File: src/rtl/serial_adder_ctrl.sv
// Bit-serial adder controller.
// Sequences one full-adder cell (two half-adder stages plus an OR for the
// carry) across WIDTH-bit operands, LSB first, one bit per clock. A
// start/busy/done handshake fronts the datapath. The sum and carry outputs
// hold their last result until the next completion or reset.
module serial_adder_ctrl #(
  parameter int WIDTH = 8
) (
  input  logic             clk,
  input  logic             rst_n,
  input  logic             start,
  input  logic [WIDTH-1:0] in_a,
  input  logic [WIDTH-1:0] in_b,
  output logic             busy,
  output logic             done,
  output logic [WIDTH-1:0] sum,
  output logic             carry
);

  localparam int CW = $clog2(WIDTH);

  typedef enum logic [1:0] {
    IDLE = 2'd0,
    RUN  = 2'd1,
    DONE = 2'd2
  } state_t;

  state_t           state;
  state_t           state_next;
  logic [WIDTH-1:0] a_sr;
  logic [WIDTH-1:0] b_sr;
  logic [WIDTH-1:0] res_sr;
  logic             c_reg;
  logic [CW-1:0]    cnt;

  logic accept;
  logic last;

  // Full-adder cell built from two half-adder stages.
  logic ha1_s, ha1_c;
  logic ha2_s, ha2_c;
  logic s_bit, c_next;

  assign ha1_s  = a_sr[0] ^ b_sr[0];
  assign ha1_c  = a_sr[0] & b_sr[0];
  assign ha2_s  = ha1_s ^ c_reg;
  assign ha2_c  = ha1_s & c_reg;
  assign s_bit  = ha2_s;
  assign c_next = ha1_c | ha2_c;

  // start is honoured only outside RUN, so operands offered mid-operation
  // never disturb the shift registers.
  assign accept = start && (state != RUN);
  assign last   = (cnt == CW'(WIDTH - 1));

  // Status outputs decode straight from the state register, so they are
  // glitch-free and have no path from any input.
  assign busy = (state == RUN);
  assign done = (state == DONE);

  // State register.
  always_ff @(posedge clk or negedge rst_n) begin
    if (!rst_n) begin
      state <= IDLE;
    end else begin
      // NOTE: clocked state uses non-blocking assignments so every flop
      // samples the pre-edge values, independent of statement order.
      state <= state_next;
    end
  end

  // Next-state logic.
  always_comb begin
    // NOTE: default assignment first so no path leaves state_next
    // unassigned, which would otherwise infer a latch.
    state_next = state;
    case (state)
      IDLE:    if (start) state_next = RUN;
      RUN:     if (last)  state_next = DONE;
      DONE:    state_next = start ? RUN : IDLE;
      default: state_next = IDLE;
    endcase
  end

  // Operand capture, bit-serial add, and result publication on the last bit.
  always_ff @(posedge clk or negedge rst_n) begin
    if (!rst_n) begin
      a_sr   <= '0;
      b_sr   <= '0;
      res_sr <= '0;
      c_reg  <= 1'b0;
      cnt    <= '0;
      sum    <= '0;
      carry  <= 1'b0;
    end else if (accept) begin
      a_sr   <= in_a;
      b_sr   <= in_b;
      res_sr <= '0;
      c_reg  <= 1'b0;
      cnt    <= '0;
    end else if (state == RUN) begin
      a_sr   <= a_sr >> 1;
      b_sr   <= b_sr >> 1;
      res_sr <= {s_bit, res_sr[WIDTH-1:1]};
      c_reg  <= c_next;
      if (last) begin
        // The final bit goes straight into sum; the counter stays put so it
        // never wraps within an operation.
        sum   <= {s_bit, res_sr[WIDTH-1:1]};
        carry <= c_next;
      end else begin
        cnt <= cnt + 1'b1;
      end
    end
  end

endmodule

File: config.mk
export PLATFORM = sky130hd
export DESIGN_NAME = serial_adder_ctrl
export DESIGN_NICKNAME = d
export VERILOG_FILES = /design/src/rtl/serial_adder_ctrl.sv
export SDC_FILE = /design/constraint.sdc
export NUM_CORES = 1
export LEC_CHECK = 0
export CAP_MARGIN = 20
export CORE_ASPECT_RATIO = 1.1
export CORE_MARGIN = 1
export CORE_UTILIZATION = 45
export DETAILED_ROUTE_END_ITERATION = 8
export GPL_TIMING_DRIVEN = 0
export PLACE_DENSITY_LB_ADDON = 0.25
export SLEW_MARGIN = 20
export SYNTH_ARGS = -nofsm -noshare
export SYNTH_HDL_FRONTEND = slang
export SYNTH_SLANG_ARGS = --single-unit
File: constraint.sdc
create_clock -name clk -period 1.9 [get_ports clk]
set_clock_uncertainty 0.15 [all_clocks]
set_input_delay 0.38 -clock clk [delete_from_list [all_inputs] [get_ports clk]]
set_output_delay 0.38 -clock clk [all_outputs]
set_load 0.1 [all_outputs]
==> results.md <==
- Via density: 4.97
- RSZ-0062 raised after global routing: no
- Period utilization: 0.959
- Number of global-route vias before repair: 1176
- Via Count: 1148
- Final WL: 3080 um
- Worst slew pin tran: 0.555 ns
- Outcome: completed
- Placement Setup Slack: -0.681 ns
- Pin count of the biggest net entering global routing: 23
- Avg WL per Cell: 13.3 um
- Max Slew Vio Count: 0
- Worst Hold Class: reg2reg
- Ports: 30
- Setup violators final: 0
- Reg area: 951 um^2
- Crit path max-delay family: buffers and inverters
- Clock Path Buffers: 2
- Clock-pin slew on the worst setup and hold paths: 0.07 ns
- Switch share: 0.432
- Commonest non-fill, non-tap cell in the layout: dfrtp_1
- I/O Buffers: 28
- Initial Util: 0.472
- Multi-input gate area in the final layout: 692 um^2
- Compound-Gate Fraction of Synth Area: 0.0826
- Fmax: 549 MHz
- Worst vdd ir: 1.01 mV
- Clk Tree Root Cell: clkbuf_8
- Crit. End Element: output pin
- First-pass GRT wire length: 5330 um
- Detail Placement HPWL: 2260 um
- Synth Area in Simple Gates: 0.102
- CP Class: reg2out
- Full die area: 4090 um^2
- Sequential share of power: 0.328
- DIE HEIGHT: 67.0 um
- Synth warn: 0
- Peak per-stage delay on the critical path: 0.37 ns
- Critical path arrival: 1.29 ns
- Largest family of logic cells by synthesized area: multiplexers
- Biggest regs: a_sr (8), b_sr (8), sum (8)
- Filler cells: 318
- Leak: 1.08 nW
- Tot Pwr: 4.23 mW
- Nets: 203
- Worst path cell trace: nand2b_4 -> inv_6 -> buf_8 -> buf_12
- Routed Antenna Nets: 0
- Dpl cell area: 2090 um^2
- Share of the synthesized area in the top cell type: 0.551
- Syn Area/Cell: 12.1 um^2
- Synth unique cells: 23
- Area growth from synthesis to layout: 31.1%
- Antenna violations before repair: 0
- Syn nets: 166
- Worst-skew pair later-pin latency: 0.29 ns
- Final global-route overflow total: 0
- Clock power frac: 0.197
- Final Hold Violating Endpoints: 0
- PD cells: 1870 nW/um^2
- Adder-cell area share of the yosys netlist: 0.0333
- Min cycle time layout: 1.82 ns
- NetSw: 1.83 mW
- CP max-delay cell: dfrtp_1
- Initial DRC Count: 41
- First-pass detailed-route iteration total: 4
- Synth Area in XOR/XNOR: 0
- Cell count after synthesis: 143
- Max_cap viols: 0
- Finished Cell Area: 2260 um^2
- CTS buffer count: 5
- Site Rows: 23
- GP Congestion: 0.707
- Comb pwr share: 0.475
- Htree depth: 2
- DRC viols: 0
- Largest cells by area after synthesis: dfrtp_1 (55%), mux2i_1 (10%), mux2_4 (7.8%)
- Post-synthesis mux area share: 0.183
- Core ar.: 3650 um^2
- Total negative slack: 0 ns
- Crit Path Max Fanout: 19
- Crit start category: flop
- CTS tree: yes
- Data required time of the critical path: 1.37 ns
- Sequential fraction of the synthesis area: 0.551
- Final worst slack: 0.0787 ns
- Diode count: 0
- GR Util All Layers: 0.183
- Synth Cell Area: 1730 um^2
- Die X: 61.1 um
- Synth Register Bits: 38
- Max-slew headroom: 0.632
- CTS Sinks: 38
- CP bufs+invs: 3
- Synth area leader: dfrtp_1
- Internal power: 2.40 mW
- Share of layout cells above drive strength 1: 0.215
- Most frequent cells in the layout: dfrtp_1 (38), nand2_1 (30), mux2i_1 (18)
## power by group through the flow
stage,registers [mW],logic (mW),clock network [mW]
2_1_floorplan,2.03,0.891,0
3_3_place_gp,1.38,1.95,0
3_5_place_dp,1.41,2.01,0
4_1_cts,1.39,2.05,0.848
5_1_grt,1.44,2.15,0.884
6_report,1.38,2.01,0.834
## final timing paths
kind                            to  depth (start not counted)      from  slack (ns)
setup / recovery              busy                          4  state[1]        0.08
hold / removal             b_sr[2]                          2   b_sr[3]        0.33
setup reg to reg            sum[3]                          4    cnt[0]        0.26
hold reg to reg            b_sr[2]                          2   b_sr[3]        0.33
max in group asynchronous  a_sr[6]                          3     rst_n        0.75
min in group asynchronous   sum[7]                          2     rst_n        0.40
## per-stage QoR
stage,hold slack [ns],utilization,std cells
final,0.333,0.619,231
after global routing,0.357,0.619,231
after CTS,0.337,0.621,231
after detailed placement,0.187,0.572,222
after global placement,0.310,0.566,221
after floorplan,-0.0656,-,143
## area by class of cell
class,count,share of cell area
repair buffers,31,0.150
multi-input cells,95,0.306
inverters,3,0.00719
well taps,50,0.0276
flip-flops and latches,38,0.420
clock buffers,6,0.0365
clock inverters,2,0.0265
plain buffers,6,0.0265
## cell usage after synthesis
cell / number
o21ai_0: 17
and3_1: 1
nand2_1: 30
inv_1: 1
mux2i_1: 18
inv_6: 1
a211o_1: 1
clkinv_1: 1
ha_1: 3
o22ai_1: 1
clkbuf_1: 1
buf_6: 5
nor2_1: 3
dfrtp_1: 38
mux2_4: 9
fa_1: 1
and2b_1: 1
nor3_1: 1
o2bb2ai_1: 2
nand2_8: 1
nand2b_4: 1
o21ai_1: 5
buf_4: 1
## what timing repair did
action,4_1_cts,5_1_grt
setup buffers,0,1
hold buffers,1,0
endpoints found under the hold margin,16,0
gates cloned,0,0
setup endpoints to repair,11,2
gates resized for setup,43,1
## routing by layer
| layer | up-vias | track usage | share of wire |
|---|---|---|---|
| li1 | 560 | - | - |
| met1 | 559 | 0.215 | 0.44 |
| met2 | 23 | 0.317 | 0.50 |
| met3 | 6 | 0.0524 | 0.039 |
| met4 | 0 | 0.0597 | 0.015 |
| met5 | - | 0 | 0 |
## tightest hold or removal path: cells and delay by family, from the launching register on
| family | cells | cell delay (ns) |
|---|---|---|
| flops | 1 | 0.34 |
| compound gates | 1 | 0.06 |
| simple gates | 1 | 0.05 |
## kinds of logic after synthesis
| logic type | after synthesis |
|---|---|
| flops | 38 |
| fa+ha+maj | 4 |
| compound gates | 26 |
| mux | 27 |
| buf+inv | 10 |
| simple gates | 38 |
Note: power is estimated with default switching activity, not from simulation.
